`src/rtl/sfifo_rd_control_if.sv`:
```
// Consumer-side pop handshake of the synchronous FIFO read controller.
// The consumer sees the head word on DataOut/DataValid and pops with FIFORdReq.
interface sfifo_rd_control_if #(
    parameter int DataWidth = 8
);
    logic                 FIFORdReq;
    logic [DataWidth-1:0] DataOut;
    logic                 DataValid;

    modport master (output FIFORdReq, input DataOut, input DataValid);
    modport slave  (input FIFORdReq, output DataOut, output DataValid);
endinterface

```
`src/rtl/sfifo_rd_control.sv`:
```
// Read-side controller of the synchronous FIFO: RAM read pointer, two-entry
// first-word-fall-through output buffer, occupancy and sticky underflow status.
module sfifo_rd_control #(
    parameter int AddrLines     = 8,
    parameter int DataWidth     = 8,
    parameter int AlmostEmptyTh = 2
) (
    input  logic                 clk,
    input  logic                 reset,
    input  logic [AddrLines:0]   SyncWrAddr,
    input  logic [DataWidth-1:0] RdData,
    input  logic                 UnderflowClr,
    output logic                 RdEn,
    output logic [AddrLines-1:0] RdAddr,
    output logic [AddrLines:0]   SyncRdAddr,
    output logic                 MemEmpty,
    output logic [AddrLines+1:0] TotalLevel,
    output logic                 AlmostEmpty,
    output logic                 Underflow,
    sfifo_rd_control_if.slave    pop_if
);
    localparam int PW = AddrLines + 1;
    localparam int LW = AddrLines + 2;

    logic [PW-1:0]        rd_ptr_q, rd_ptr_d;
    logic                 pending_q;
    logic [1:0]           buf_cnt_q, buf_cnt_d;
    logic [DataWidth-1:0] head_q, head_d;
    logic [DataWidth-1:0] skid_q, skid_d;
    logic                 underflow_q, underflow_d;

    logic                 valid_s;
    logic                 pop_s;
    logic                 mem_empty_s;
    logic                 rd_en_s;
    logic [PW-1:0]        mem_level_s;
    logic [2:0]           occ_s;
    logic [1:0]           cnt_after_s;

    // Pop/read decision and next state of pointer, buffer and status.
    always_comb begin
        valid_s     = (buf_cnt_q != 2'd0);
        pop_s       = pop_if.FIFORdReq & valid_s;
        mem_empty_s = (rd_ptr_q == SyncWrAddr);
        mem_level_s = SyncWrAddr - rd_ptr_q;
        // Slots still committed after this cycle; a read is only issued if
        // its returning word is guaranteed a free slot.
        occ_s       = {1'b0, buf_cnt_q} + {2'b00, pending_q} - {2'b00, pop_s};
        rd_en_s     = !mem_empty_s && (occ_s < 3'd2);
        cnt_after_s = buf_cnt_q - {1'b0, pop_s};

        head_d = head_q;
        skid_d = skid_q;
        if (pop_s) begin
            head_d = skid_q;
        end else begin
            head_d = head_q;
        end
        // The returning RAM word lands in the first slot free after the pop.
        if (pending_q) begin
            if (cnt_after_s == 2'd0) begin
                head_d = RdData;
            end else begin
                skid_d = RdData;
            end
        end else begin
            skid_d = skid_d;
        end
        buf_cnt_d = cnt_after_s + {1'b0, pending_q};

        if (rd_en_s) begin
            rd_ptr_d = rd_ptr_q + PW'(1);
        end else begin
            rd_ptr_d = rd_ptr_q;
        end

        if (pop_if.FIFORdReq && !valid_s) begin
            underflow_d = 1'b1;
        end else if (UnderflowClr) begin
            underflow_d = 1'b0;
        end else begin
            underflow_d = underflow_q;
        end
    end

    // State registers; reset drops buffered and in-flight words at once.
    always_ff @(posedge clk or posedge reset) begin
        if (reset) begin
            rd_ptr_q    <= {PW{1'b0}};
            pending_q   <= 1'b0;
            buf_cnt_q   <= 2'd0;
            head_q      <= {DataWidth{1'b0}};
            skid_q      <= {DataWidth{1'b0}};
            underflow_q <= 1'b0;
        end else begin
            rd_ptr_q    <= rd_ptr_d;
            pending_q   <= rd_en_s;
            buf_cnt_q   <= buf_cnt_d;
            head_q      <= head_d;
            skid_q      <= skid_d;
            underflow_q <= underflow_d;
        end
    end

    assign RdEn             = rd_en_s;
    assign RdAddr           = rd_ptr_q[AddrLines-1:0];
    assign SyncRdAddr       = rd_ptr_q;
    assign MemEmpty         = mem_empty_s;
    assign TotalLevel       = {1'b0, mem_level_s} + LW'(pending_q) + LW'(buf_cnt_q);
    assign AlmostEmpty      = (TotalLevel <= LW'(AlmostEmptyTh));
    assign Underflow        = underflow_q;
    assign pop_if.DataOut   = head_q;
    assign pop_if.DataValid = valid_s;
endmodule

```
`src/flat_wrapper.sv`:
```
// flat-port wrapper written by rule: the top's interface ports become plain ports
module sfifo_rd_control_flat 
#(
    parameter int AddrLines     = 8,
    parameter int DataWidth     = 8,
    parameter int AlmostEmptyTh = 2
)
  (clk, reset, SyncWrAddr, RdData, UnderflowClr, RdEn, RdAddr, SyncRdAddr, MemEmpty, TotalLevel, AlmostEmpty, Underflow, pop_if_FIFORdReq, pop_if_DataOut, pop_if_DataValid);
  sfifo_rd_control_if #(.DataWidth(DataWidth)) pop_if_i ();
  input  logic clk;
  input  logic reset;
  input  logic [AddrLines:0] SyncWrAddr;
  input  logic [DataWidth-1:0] RdData;
  input  logic UnderflowClr;
  output logic RdEn;
  output logic [AddrLines-1:0] RdAddr;
  output logic [AddrLines:0] SyncRdAddr;
  output logic MemEmpty;
  output logic [AddrLines+1:0] TotalLevel;
  output logic AlmostEmpty;
  output logic Underflow;
  input wire logic [$bits(pop_if_i.FIFORdReq)-1:0] pop_if_FIFORdReq;
  output wire logic [$bits(pop_if_i.DataOut)-1:0] pop_if_DataOut;
  output wire logic [$bits(pop_if_i.DataValid)-1:0] pop_if_DataValid;
  assign pop_if_i.FIFORdReq = pop_if_FIFORdReq;
  assign pop_if_DataOut = pop_if_i.DataOut;
  assign pop_if_DataValid = pop_if_i.DataValid;
  sfifo_rd_control #(.AddrLines(AddrLines), .DataWidth(DataWidth), .AlmostEmptyTh(AlmostEmptyTh)) u_core (.clk(clk), .reset(reset), .SyncWrAddr(SyncWrAddr), .RdData(RdData), .UnderflowClr(UnderflowClr), .RdEn(RdEn), .RdAddr(RdAddr), .SyncRdAddr(SyncRdAddr), .MemEmpty(MemEmpty), .TotalLevel(TotalLevel), .AlmostEmpty(AlmostEmpty), .Underflow(Underflow), .pop_if(pop_if_i));
endmodule
```
`config.mk`:
```
export PLATFORM = sky130hd
export DESIGN_NAME = sfifo_rd_control_flat
export DESIGN_NICKNAME = d
export VERILOG_FILES = /design/src/rtl/sfifo_rd_control_if.sv /design/src/rtl/sfifo_rd_control.sv /design/src/flat_wrapper.sv
export SDC_FILE = /design/constraint.sdc
export NUM_CORES = 1
export LEC_CHECK = 0
export ABC_AREA = 1
export CELL_PAD_IN_SITES_DETAIL_PLACEMENT = 0
export CELL_PAD_IN_SITES_GLOBAL_PLACEMENT = 1
export CORE_ASPECT_RATIO = 0.6
export CORE_MARGIN = 10
export CORE_UTILIZATION = 39
export CTS_BUF_LIST = sky130_fd_sc_hd__clkbuf_8
export DETAILED_ROUTE_END_ITERATION = 10
export PLACE_DENSITY_LB_ADDON = 0.1
export SLEW_MARGIN = 10
export SYNTH_ARGS = -nofsm -noshare
export SYNTH_HDL_FRONTEND = slang
export SYNTH_SLANG_ARGS = --single-unit
```
`constraint.sdc`:
```
create_clock -name clk -period 6.5 [get_ports clk]
set_clock_uncertainty 0.05 [all_clocks]
set_input_delay 1.625 -clock clk [delete_from_list [all_inputs] [get_ports clk]]
set_output_delay 1.625 -clock clk [all_outputs]
set_load 0.01 [all_outputs]
```
==> impl_metrics.tcl <==
set metrics [dict create \
    worst_path_dominant_cell_family "buffers and inverters" \
    clk_pin_slew_ns 0.07 \
    io-pin-count 61 \
    run_status "finished, final reports clean" \
    reg_to_reg_startpoint "u_core.buf_cnt_q[1]$_DFF_PP0_" \
    detailroute.wirelength.met3_um 586 \
    wirelength_mm 5.96 \
    total_vias_in_the_final_route 2035 \
    max_stage_delay_ns 0.54 \
    root_buffer "sky130_fd_sc_hd__clkbuf_8" \
    synth_top_cells_by_area "sky130_fd_sc_hd__dfrtp_1 (31%), sky130_fd_sc_hd__nand2_1 (14%), sky130_fd_sc_hd__inv_1 (8.0%)" \
    timing.critical_path.mode_cell "sky130_fd_sc_hd__inv_1" \
    launching_instance_or_port_of_the_critical_path "SyncWrAddr[0]" \
    die_width_um 119 \
    cpMaxStageDelayCell "sky130_fd_sc_hd__clkdlybuf4s50_1" \
    cts_hold_buf 0 \
    port-buffer-count 60 \
    netlist_area_mm2 0.00231 \
    timing.critical_path.depth 15 \
    yosysUniqueCellTypes 30 \
    postCtsSetupBuffers 0 \
    max_freq_mhz 161 \
    highest_layer "met4" \
    postSynth.topFlopCell "sky130_fd_sc_hd__dfrtp_1" \
    start_kind "input pin" \
    hpwlAfterDp_mm 4.98 \
    crit_path_max_fanout 3 \
    placeableCoreArea_mm2 0.00565 \
    grt_overflow 0 \
    grt_start_max_net_pins 30 \
    avgSynthCellArea_um2 7.48 \
    synth.most_common_cell "sky130_fd_sc_hd__nand2_1" \
    synth_edf_count 0 \
    worst_path_required_time_ns 4.83 \
    sort_of_element_at_the_end_of_the_critical_path "output pin" \
    final-hold-violation-count 0 \
    place_worst_setup_slack_ns 0.216 \
    fin_nets 405 \
    synthArstFlopShare 1.00 \
    yosys.area.top_type "sky130_fd_sc_hd__dfrtp_1" \
    drt-met1-wl_mm 3.24 \
    worstSetupPathType "input pin to output pin" \
    wire_per_inst_um 13.3 \
    gp_congestion 0.823 \
    total_leakage_power_nw 1.52 \
    dieArea_mm2 0.00951 \
    critical_path.n_buffers_inverters 5 \
    worstSkewPairLatency_ns 0.28 \
    reg2reg_slack_ns 3.49 \
    worstMarginPinSlew_ns 1.07 \
    final.setup.tns_ns 0 \
    ys_warn_count 0 \
    grt_first_pass_wirelength_mm 10.1 \
    global_route.usage.total 0.129 \
    vdd_drop_max_v 0.000288 \
    finalCriticalPeriod_ns 6.22 \
    worst_hold_path_type "flop to flop" \
    floorplan.die.height_um 79.6 \
    timing.final.ws_setup_ns 0.282 \
    power_density_normalized_to_cell_area_mw_per_mm2 625 \
    relSlewSlack 0.283 \
    data_arrival_time_of_the_critical_path_ns 4.54 \
    synth_seq_area_share 0.314 \
    firstDrtPassIters 5 \
    antenna_found_initial 0 \
    wl_met2_mm 2.10 \
    crit_end "AlmostEmpty" \
    drv_slew 0 \
    post_cts_resize_count 0 \
    effective_utilization_at_floorplan 0.409 \
    synthToLayoutAreaGrowth_pct 32.9 \
    netlist_top_cells_count "sky130_fd_sc_hd__nand2_1 (85), sky130_fd_sc_hd__inv_1 (49), sky130_fd_sc_hd__dfrtp_1 (29), sky130_fd_sc_hd__nand3_1 (24), sky130_fd_sc_hd__nor2_1 (22)" \
    insertedDiodeCount 0 \
    drcViolationCount 0 \
    cts_max_path_buffers 2 \
    cts_htree_levels 2 \
    grt_pass1_vias 2015 \
    mappedNetlistNets 347 \
    post_route_cells_drive_above_1_share 0.117 \
    setup_viol 0 \
    rsz_0062_raised_after_global_routing "false" \
    rows 21 \
    worst_r2r_endpoint "u_core.SyncRdAddr[2]$_DFFE_PP0P_" \
    number_of_buffers_created_by_cts 5 \
    dr.first_iter.drc_count 124 \
    layout_worst_path_cycle_share 0.957 \
    reg2regPathDepth 13 \
    synth_largest_type_area_fraction 0.314 \
    path_cells "clkdlybuf4s50_1 -> inv_1 -> ha_1 -> inv_1 -> fa_1 -> inv_1 -> fa_2 -> nor2_2 -> nand3_2 -> nor2_4 -> nand2_1 -> nand2_1 -> nand3_1 -> nor2_1 -> clkdlybuf4s50_1" \
    cts_num_sinks 29 \
    cts_tree "yes" \
    total_of_flip_flops_plus_latches_after_synthesis 29 \
    cap_violations 0 \
    ant_nets 0 \
    synthesis.instances 309 \
    drt-vias-per-instance 4.54 \
]
-- worst min-delay path by stage --
stage                            startpoint                            to  slack (ns)  depth (start not counted)
2_1_floorplan  u_core.skid_q[7]$_DFFE_PP0P_  u_core.skid_q[7]$_DFFE_PP0P_        0.40                          2
3_3_place_gp   u_core.skid_q[7]$_DFFE_PP0P_  u_core.skid_q[7]$_DFFE_PP0P_        0.43                          2
3_5_place_dp   u_core.skid_q[7]$_DFFE_PP0P_  u_core.skid_q[7]$_DFFE_PP0P_        0.43                          2
4_1_cts        u_core.skid_q[7]$_DFFE_PP0P_  u_core.skid_q[7]$_DFFE_PP0P_        0.45                          2
5_1_grt        u_core.skid_q[1]$_DFFE_PP0P_  u_core.skid_q[1]$_DFFE_PP0P_        0.47                          1
6_report       u_core.skid_q[7]$_DFFE_PP0P_  u_core.skid_q[7]$_DFFE_PP0P_        0.45                          2
-- sequential cells by signal (all words and copies together) (netlist names) --
| name | cells |
|---|---|
| u_core.SyncRdAddr | 9 |
| u_core.pop_if.DataOut | 8 |
| u_core.skid_q | 8 |
| u_core.buf_cnt_q | 2 |
| u_core.Underflow | 1 |
| u_core.pending_q | 1 |
-- metrics by stage --
step	power (mW)	instance area [um^2]	hold slack (ns)	std cells	util
after global routing	2.13	3070	0.471	448	0.544
after global placement	1.70	2940	0.428	440	0.520
final	1.92	3070	0.449	448	0.544
after CTS	1.91	3050	0.449	448	0.540
after detailed placement	1.71	2940	0.433	440	0.520
after floorplan	1.21	2310	0.403	309	-
-- report_power, final --
part,internal [mW],switching [mW]
Combinational,0.624,0.753
Sequential,0.276,0.0751
Clock,0.123,0.0688
Total,1.02,0.896
-- kinds of logic (layout without fill, tap and decap cells) --
family	Yosys count	after routing	synth area share
AND/OR/NAND/NOR	158	158	0.318
buffers and inverters	65	124	0.127
flip-flops	29	29	0.314
AO/OA/AOI/OAI	21	21	0.0563
adder cells (fa/ha/maj)	17	17	0.105
XOR/XNOR	12	12	0.0455
multiplexers	7	7	0.0341
-- worst reg2reg max path, delay by kind of cell (launching register included) --
| family | cells | cell delay [ns] |
|---|---|---|
| XOR/XNOR | 1 | 0.15 |
| adder cells (fa/ha/maj) | 2 | 0.75 |
| AO/OA/AOI/OAI | 2 | 0.31 |
| flip-flops | 1 | 0.46 |
| buffers and inverters | 3 | 0.43 |
| AND/OR/NAND/NOR | 5 | 0.75 |
-- cells in the final DEF, fill, tap and decap left out --
cell                              netlist  final
sky130_fd_sc_hd__inv_2                  3      3
sky130_fd_sc_hd__nand2_1               85     85
sky130_fd_sc_hd__nor2_1                22     20
sky130_fd_sc_hd__nand2_2                7      7
sky130_fd_sc_hd__nor3_1                 1      1
sky130_fd_sc_hd__xnor2_2                0      1
sky130_fd_sc_hd__mux2_2                 7      7
sky130_fd_sc_hd__bufinv_16              0      1
sky130_fd_sc_hd__clkdlybuf4s50_1        0     60
sky130_fd_sc_hd__ha_1                  13     13
sky130_fd_sc_hd__a21oi_2                0      1
sky130_fd_sc_hd__nand2_4                2      2
sky130_fd_sc_hd__dfrtp_1               29     29
sky130_fd_sc_hd__xnor2_1                3      2
sky130_fd_sc_hd__clkbuf_8               0      6
sky130_fd_sc_hd__nand3_2                3      3
sky130_fd_sc_hd__o21ai_2                1      1
sky130_fd_sc_hd__or2_4                  1      1
sky130_fd_sc_hd__fa_2                   0      1
sky130_fd_sc_hd__nand4_1                5      5
sky130_fd_sc_hd__xor2_1                 9      9
sky130_fd_sc_hd__nand3_1               24     24
sky130_fd_sc_hd__a31oi_1                8      8
sky130_fd_sc_hd__nand3b_1               1      1
sky130_fd_sc_hd__inv_1                 49     50
sky130_fd_sc_hd__nand3_4                1      1
sky130_fd_sc_hd__nor4_1                 3      3
sky130_fd_sc_hd__o21ai_0                6      6
sky130_fd_sc_hd__a21oi_1                5      4
sky130_fd_sc_hd__buf_4                  9      2
sky130_fd_sc_hd__a21oi_4                1      1
sky130_fd_sc_hd__or2_2                  1      1
sky130_fd_sc_hd__nor2_2                 0      2
sky130_fd_sc_hd__nor2_4                 2      2
sky130_fd_sc_hd__fa_1                   4      3
sky130_fd_sc_hd__clkinv_1               2      2
-- area by class of cell --
class / instances / area (um^2)
fillers: 578 / 2580
multi-input cells: 215 / 1310
flip-flops and latches: 29 / 726
repair buffers: 62 / 616
inverters: 54 / 203
well taps: 80 / 100
clock buffers: 6 / 82.6
clock inverters: 2 / 33.8
-- per-layer routing --
metal  up-vias  GRT usage
li1       1087          -
met1       885      0.189
met2        56      0.170
met3         7     0.0558
met4         0     0.0216
met5         -          0
(Power assumes the default switching activity.)
